===== config.mk =====
export PLATFORM = sky130hd
export DESIGN_NAME = jt51_chacc_flat
export DESIGN_NICKNAME = d
export VERILOG_FILES = /design/src/rtl/jt51_chacc_if.sv /design/src/rtl/jt51_chacc.sv /design/src/flat_wrapper.sv
export SDC_FILE = /design/constraint.sdc
export NUM_CORES = 1
export LEC_CHECK = 0
export ABC_AREA = 1
export CAP_MARGIN = 10
export CORE_ASPECT_RATIO = 0.8
export CORE_MARGIN = 5
export CORE_UTILIZATION = 50
export CTS_BUF_LIST = sky130_fd_sc_hd__clkbuf_4 sky130_fd_sc_hd__clkbuf_8
export DETAILED_ROUTE_END_ITERATION = 7
export GPL_TIMING_DRIVEN = 0
export PLACE_DENSITY_LB_ADDON = 0.3
export SLEW_MARGIN = 0
export SYNTH_ARGS = -nofsm -noshare
export SYNTH_HDL_FRONTEND = slang
export SYNTH_SLANG_ARGS = --single-unit

===== constraint.sdc =====
create_clock -name clk -period 5.8 [get_ports clk]
set_input_delay 0.58 -clock clk [delete_from_list [all_inputs] [get_ports clk]]
set_output_delay 0.58 -clock clk [all_outputs]
set_load 0.01 [all_outputs]

===== src/rtl/jt51_chacc_if.sv =====
// Operator-to-accumulator bus for jt51_chacc.
// The master drives per-slot operator data; the slave returns the
// saturated stereo frame sample with its strobe and clip flag.
interface jt51_chacc_if #(
    parameter int OPW  = 14,
    parameter int OUTW = 16
);
    // Slot-aligned operator stream
    logic                   zero;
    logic signed [OPW-1:0]  op_out;
    logic [2:0]             con;
    logic [1:0]             rl;

    // Frame-rate stereo result
    logic signed [OUTW-1:0] left;
    logic signed [OUTW-1:0] right;
    logic                   sample;
    logic                   clip;

    // Upstream operator pipeline / test driver side
    modport master (
        output zero, op_out, con, rl,
        input  left, right, sample, clip
    );

    // Accumulator side
    modport slave (
        input  zero, op_out, con, rl,
        output left, right, sample, clip
    );
endinterface


===== src/rtl/jt51_chacc.sv =====
// Channel output accumulator. Sums carrier operators of each 32-slot frame
// into left/right accumulators and, on the zero marker that closes a full
// frame, latches saturated stereo samples with a one-cycle strobe.
module jt51_chacc #(
    parameter int OPW  = 14,
    parameter int OUTW = 16
) (
    input  logic         clk,
    input  logic         rst,
    jt51_chacc_if.slave  bus
);
    // Accumulator width: 32 full-scale terms need 5 extra bits.
    localparam int AW = OPW + 5;

    // Output clamp limits expressed at accumulator width.
    localparam logic signed [AW-1:0] SAT_MAX = {{(AW-OUTW+1){1'b0}}, {(OUTW-1){1'b1}}};
    localparam logic signed [AW-1:0] SAT_MIN = {{(AW-OUTW+1){1'b1}}, {(OUTW-1){1'b0}}};

    // Slot groups (slot[4:3])
    typedef enum logic [1:0] {
        GRP_M1 = 2'd0,
        GRP_M2 = 2'd1,
        GRP_C1 = 2'd2,
        GRP_C2 = 2'd3
    } grp_e;

    // State
    logic [4:0]             cnt_q,    cnt_d;
    logic signed [AW-1:0]   accl_q,   accl_d;
    logic signed [AW-1:0]   accr_q,   accr_d;
    logic                   fv_q,     fv_d;
    logic signed [OUTW-1:0] left_q,   left_d;
    logic signed [OUTW-1:0] right_q,  right_d;
    logic                   sample_q, sample_d;
    logic                   clip_q,   clip_d;

    // Per-slot decode
    grp_e                   grp;
    logic                   carrier;
    logic signed [AW-1:0]   op_ext;
    logic signed [AW-1:0]   cl;
    logic signed [AW-1:0]   cr;
    logic                   frame_done;

    // Clamp to the signed output range; no scaling.
    function automatic logic signed [OUTW-1:0] sat_val(input logic signed [AW-1:0] x);
        if (x > SAT_MAX)      sat_val = SAT_MAX[OUTW-1:0];
        else if (x < SAT_MIN) sat_val = SAT_MIN[OUTW-1:0];
        else                  sat_val = x[OUTW-1:0];
    endfunction

    // True when x lies outside the output range.
    function automatic logic sat_hit(input logic signed [AW-1:0] x);
        sat_hit = (x > SAT_MAX) || (x < SAT_MIN);
    endfunction

    // Carrier decode and per-channel contribution for the current slot
    always_comb begin
        // NOTE: every always_comb output gets a default first so no path
        // leaves it unassigned, which would otherwise infer a latch.
        grp     = bus.zero ? GRP_M1 : grp_e'(cnt_q[4:3]);
        carrier = 1'b0;
        case (grp)
            GRP_M1:  carrier = (bus.con == 3'd7);
            GRP_M2:  carrier = (bus.con >= 3'd5);
            GRP_C1:  carrier = (bus.con >= 3'd4);
            GRP_C2:  carrier = 1'b1;
            default: carrier = 1'b0;
        endcase
        op_ext = {{5{bus.op_out[OPW-1]}}, bus.op_out};
        cl     = (carrier && bus.rl[1]) ? op_ext : '0;
        cr     = (carrier && bus.rl[0]) ? op_ext : '0;
    end

    // Next-state: accumulate, or close the frame on zero
    always_comb begin
        cnt_d      = bus.zero ? 5'd1 : cnt_q + 5'd1;
        frame_done = bus.zero && fv_q && (cnt_q == 5'd0);
        accl_d     = accl_q + cl;
        accr_d     = accr_q + cr;
        fv_d       = fv_q;
        left_d     = left_q;
        right_d    = right_q;
        clip_d     = clip_q;
        sample_d   = 1'b0;
        if (bus.zero) begin
            // Slot 0 restarts the sums whether or not the frame was whole.
            accl_d = cl;
            accr_d = cr;
            fv_d   = 1'b1;
            if (frame_done) begin
                left_d   = sat_val(accl_q);
                right_d  = sat_val(accr_q);
                clip_d   = sat_hit(accl_q) || sat_hit(accr_q);
                sample_d = 1'b1;
            end
        end
    end

    // State register with synchronous reset; reset wins over zero
    always_ff @(posedge clk) begin
        // NOTE: sequential state uses non-blocking assignments so every
        // flop samples its _d value from before this edge.
        if (rst) begin
            cnt_q    <= '0;
            accl_q   <= '0;
            accr_q   <= '0;
            fv_q     <= 1'b0;
            left_q   <= '0;
            right_q  <= '0;
            sample_q <= 1'b0;
            clip_q   <= 1'b0;
        end else begin
            cnt_q    <= cnt_d;
            accl_q   <= accl_d;
            accr_q   <= accr_d;
            fv_q     <= fv_d;
            left_q   <= left_d;
            right_q  <= right_d;
            sample_q <= sample_d;
            clip_q   <= clip_d;
        end
    end

    assign bus.left   = left_q;
    assign bus.right  = right_q;
    assign bus.sample = sample_q;
    assign bus.clip   = clip_q;

endmodule


===== src/flat_wrapper.sv =====
// flat-port wrapper written by rule: the top's interface ports become plain ports
module jt51_chacc_flat 
#(
    parameter int OPW  = 14,
    parameter int OUTW = 16
)
  (clk, rst, bus_zero, bus_op_out, bus_con, bus_rl, bus_left, bus_right, bus_sample, bus_clip);
  jt51_chacc_if #(.OPW(OPW), .OUTW(OUTW)) bus_i ();
  input  logic clk;
  input  logic rst;
  input wire logic [$bits(bus_i.zero)-1:0] bus_zero;
  input wire logic [$bits(bus_i.op_out)-1:0] bus_op_out;
  input wire logic [$bits(bus_i.con)-1:0] bus_con;
  input wire logic [$bits(bus_i.rl)-1:0] bus_rl;
  output wire logic [$bits(bus_i.left)-1:0] bus_left;
  output wire logic [$bits(bus_i.right)-1:0] bus_right;
  output wire logic [$bits(bus_i.sample)-1:0] bus_sample;
  output wire logic [$bits(bus_i.clip)-1:0] bus_clip;
  assign bus_i.zero = bus_zero;
  assign bus_i.op_out = bus_op_out;
  assign bus_i.con = bus_con;
  assign bus_i.rl = bus_rl;
  assign bus_left = bus_i.left;
  assign bus_right = bus_i.right;
  assign bus_sample = bus_i.sample;
  assign bus_clip = bus_i.clip;
  jt51_chacc #(.OPW(OPW), .OUTW(OUTW)) u_core (.clk(clk), .rst(rst), .bus(bus_i));
endmodule

# After elaboration in Yosys (flattened, before gate mapping)
# Cells that the tools add are included.
# word_totals
word_cells,47
output_inout_bits,34
register_bits,78
# op_classes
n_eq_ne,4
n_reduce_logical,12
n_mux,12
n_addsub,3
bitwise_logic,1
order_cmp,6
# op_table
op,n
$mux 19,4
$mux 16,4
$add 19x19->19,2
$gt 19x16->1 const B,2
$lt 19x16->1 const B,2
$ge 3x3->1 const B,2
$add 5x1->5 const B,1
$logic_not 5->1,1
$eq 2x2->1 const B,2
$logic_and 1x1->1,4
$pmux 1 s4,1
$reduce_or 2->1,2
$eq 3x3->1 const B,1
$logic_or 1x1->1,3
$eq 2x1->1 const B,1
$logic_not 2->1,1
$mux 1,2
$mux 2,1
$reduce_and 2->1,1
$not 1->1,1

# Logic depth before layout (Yosys ltp)
# logic_depth
depth_word,7
depth_mapped,20
depth_no_buf,19

# Least setup slack after synthesis
# Ideal clock, no wire load.
# synth_timing
kind,in2reg
start,in bus_con[2]
end,reg u_core.accr_q[16]
setup_slack_ns,2.977
required_time_ns,5.668
stages,20
setup_ns,0.132
arrival_ns,2.690
path_cell_list,nand2_1 a21oi_1 o21ai_0 nand2_1 nand2_1 buf_2 nor2_1 ha_1 inv_1 fa_1 inv_1 nand2_1 inv_1 a21oi_1 o21ai_0 nand2_1 nand2_1 nand2_1 nand3_1 a21oi_1
# synth_via
elab_chain_cells,6
elab_cells_between_ends,8
classes_between,1 x add/sub; 2 x order compare; 1 x eq/ne; 3 x mux; 1 x reduce/logical
# synth_lines
element,line_no,text
"start, declared",flat_wrapper.sv:13,input wire logic [$bits(bus_i.con)-1:0] bus_con;
$ge 3x3->1 (tied with other cells),jt51_chacc.sv:66,GRP_C1: carrier = (bus.con >= 3'd4);
$pmux 1 s4 *,jt51_chacc.sv:63,case (grp)
$logic_and 1x1->1 *,jt51_chacc.sv:72,cr = (carrier && bus.rl[0]) ? op_ext : '0;
$mux 19 *,jt51_chacc.sv:72,
$add 19x19->19,jt51_chacc.sv:80,accr_d = accr_q + cr;
$mux 19 *,jt51_chacc.sv:86,if (bus.zero) begin
"end signal, assigned",jt51_chacc.sv:116,accr_q <= accr_d;
"end, declared",jt51_chacc.sv:30,"logic signed [AW-1:0] accr_q, accr_d;"
# Mark *: on every way between the ends. The rest lies on a longest branch, timed or not.
# A chain may end at the register's enable or synchronous reset.

# Worst setup path in the final report
# layout_timing
start,in bus_con[2]
end,reg u_core.accr_q[12]
# The elaborated chain is that of the path after synthesis.

==> impl_metrics.toml <==
[run_status]
status = "complete, no violations"

[floorplan]
fp.dieH_um = 98.4
dieArea_um2 = 11800
start_util_pct = 51.0
design.core.area_um2 = 9570
row_count = 32
io_pins = 56
die_w_um = 120

[logic_synthesis]
yosys_warnings = 0
synthFlopType = "dfxtp_1"
synth_area_leader_cell = "dfxtp_1"
synth-edff-count = 0
synthesis.area_um2 = 4880
synth_area_leaders = "dfxtp_1 32%, nand2_1 16%, a21oi_1 9.7%"
synth_cell_types = 32
async_flop_share_pct = 0
ys_seq_elements = 78
synth_seq_area_share_pct = 32.0
synth.top_cell.area_share_pct = 32.0
syn-num-nets = 806
avgSynthCellArea_um2 = 6.56
syn_inst = 744

[drt]
wl_um = 14100
wl_per_cell_um = 15.1
via_per_inst = 5.50
top_layer = "met4"
vias = 5135
antenna_left = 0
wl_met2_um = 5970
dr_wl_met3_um = 1260
drt-initial-drc-count = 396
drt-met1-wl_um = 6550
dr.pass1.iters = 6
drc = 0

[placement]
dpl.hpwl_um = 11100
portBuffers = 55
routabilityCongestion = 0.930

[clocking]
ctsResizeCount = 0
tritoncts = "yes"
path_clk_slew_ps = 80
clkLatencyLatePin_ps = 370
cts-root-buf = "clkbuf_8"
postCtsHoldBufs = 0
cts_setup_buffers = 0
cts_num_sinks = 78
h-tree-depth = 3
clockBufferDepth = 2
cts_made_buffers = 9

[global_routing]
grt_remaining_overflow = 0
grt_use_total_pct = 24.5
grt_pass1_vias = 4914
antenna_found_initial = 0
grt_pass1_wl_um = 23400
grt_max_degree = 13

[timing]
whs_ps = 463
final-max-slew-violation-count = 0
rsz0062_at_grt = "false"
tightest_slew_ps = 772
finalCriticalPeriod_ps = 3750
final_hold_viol_count = 0
slew_headroom_pct = 48.4
clock_skew_ps = 12.2
tns_ps = 0
max_freq_mhz = 267
finalCritPeriodShare_pct = 64.6
setup_viol = 0

[power]
power_density_nw_per_um2 = 197
leakage_nw = 2.66
ir_drop_mv = 0.145

[critical_path]
critPathRequiredTime_ps = 6060
start_kind = "primary input"
worst-setup-path-type = "primary input to register"
endpoint_kind = "register"
crit_fanout = 10
critPathArrivalTime_ps = 4010

[finish]
synthToLayoutAreaGrowth_pct = 18.9
drive_gt1_share_pct = 2.94
fin_nets = 872
antenna_cells = 0

[worst_hold_path]
hold_class = "register to register"

[flow_run]
maxCapViolCount = 0
==> worst max-delay path, cell delays in order <==
cell,delay (ps)
clkdlybuf4s50_1,510
nand2_1,70
a21oi_1,110
o21ai_0,110
nand2_1,90
nand2_1,180
buf_2,260
nor2_1,180
ha_1,280
inv_1,80
fa_1,360
inv_1,110
nand2_1,60
inv_1,70
a21oi_1,100
o21ai_0,390
nand2_1,100
nand2_1,130
a21oi_1,70
o21ai_0,100
nand2_1,60
==> registers in the layout, indices dropped and copies added, names as in the netlist <==
register and count:
u_core.accr_q 19, u_core.bus.left 16, u_core.bus.clip 1, u_core.fv_q 1, u_core.bus.right 16, u_core.accl_q 19, u_core.bus.sample 1, u_core.cnt_q 5
==> kinds of logic (layout without fill, tap and decap cells) <==
group	count (synthesis)	count (layout)	synth area share (%)
buffers and inverters	93	164	7.44
xor gates and xnor gates	7	7	1.26
DFF	78	78	32.0
adders and majority gates	40	40	10.6
AOI/OAI and AO/OA	176	176	19.1
and+or+nand+nor	350	350	29.6
==> worst paths after layout <==
kind,endpoint,slack [ps],depth (start not counted),start
setup reg to reg,u_core.accr_q[12],2360,20,u_core.cnt_q[3]
setup / recovery,u_core.accr_q[12],2050,21,bus_con[2]
hold reg to reg,u_core.bus.left[3],460,2,u_core.bus.left[3]
hold / removal,u_core.bus.left[3],460,2,u_core.bus.left[3]
==> placed cells by master (no fill, tap or decap), drive strengths merged, types with 3 or more instances in the layout <==
master | Yosys | final
nand2 | 206 | 206
and2 | 4 | 4
a21oi | 96 | 96
nand3b | 10 | 10
dfxtp | 78 | 78
xnor2 | 3 | 3
buf | 5 | 5
clkbuf | 15 | 27
inv | 73 | 73
nor3 | 7 | 7
nor2 | 85 | 85
nand3 | 35 | 35
clkdlybuf4s50 | 0 | 55
ha | 38 | 38
xor2 | 4 | 4
o21ai | 67 | 67
o211a | 4 | 4
==> metal layers <==
metal | vias up | track usage [%]
li1 | 2579 | -
met1 | 2292 | 33.5
met2 | 232 | 38.2
met3 | 32 | 5.39
met4 | 0 | 8.45
met5 | - | 0
==> power by group <==
| group | internal (W) | switching (W) |
|---|---|---|
| registers | 0.000547 | 0.00000809 |
| logic | 0.0000464 | 0.0000742 |
| clock network | 0.000263 | 0.000206 |
==> synthesized netlist by cell type, types with 3 or more instances <==
library cell	instances
nand2_1	206
a21oi_1	95
nor2_1	84
dfxtp_1	78
inv_1	72
o21ai_0	48
ha_1	38
nand3_1	35
o21ai_1	19
clkbuf_1	15
nand3b_1	10
nor3_1	7
and2_1	4
o211a_1	4
xor2_1	4
xnor2_1	3
==> layout make-up <==
| cell class | count | area (um^2) |
|---|---|---|
| fillers | 908 | 3770 |
| multi-input cells | 573 | 2950 |
| flip-flops and latches | 78 | 1560 |
| repair buffers | 55 | 551 |
| inverters | 73 | 274 |
| clock buffers | 12 | 153 |
| well taps | 119 | 149 |
| plain buffers | 20 | 88.8 |
| clock inverters | 4 | 70.1 |
==> stage by stage <==
step                      instances  util [%]  area [um^2]  setup slack, ps  power (W)
after global placement          918      58.3         5580             1900   0.000683
after detailed placement        918      58.3         5580             1800   0.000686
after floorplan                 744         -         4880             2980   0.000635
final                           934      60.6         5800             2050    0.00114
after CTS                       934      60.6         5800             2170    0.00115
after global routing            934      60.6         5800             1870    0.00119
(Power assumes the default switching activity.)
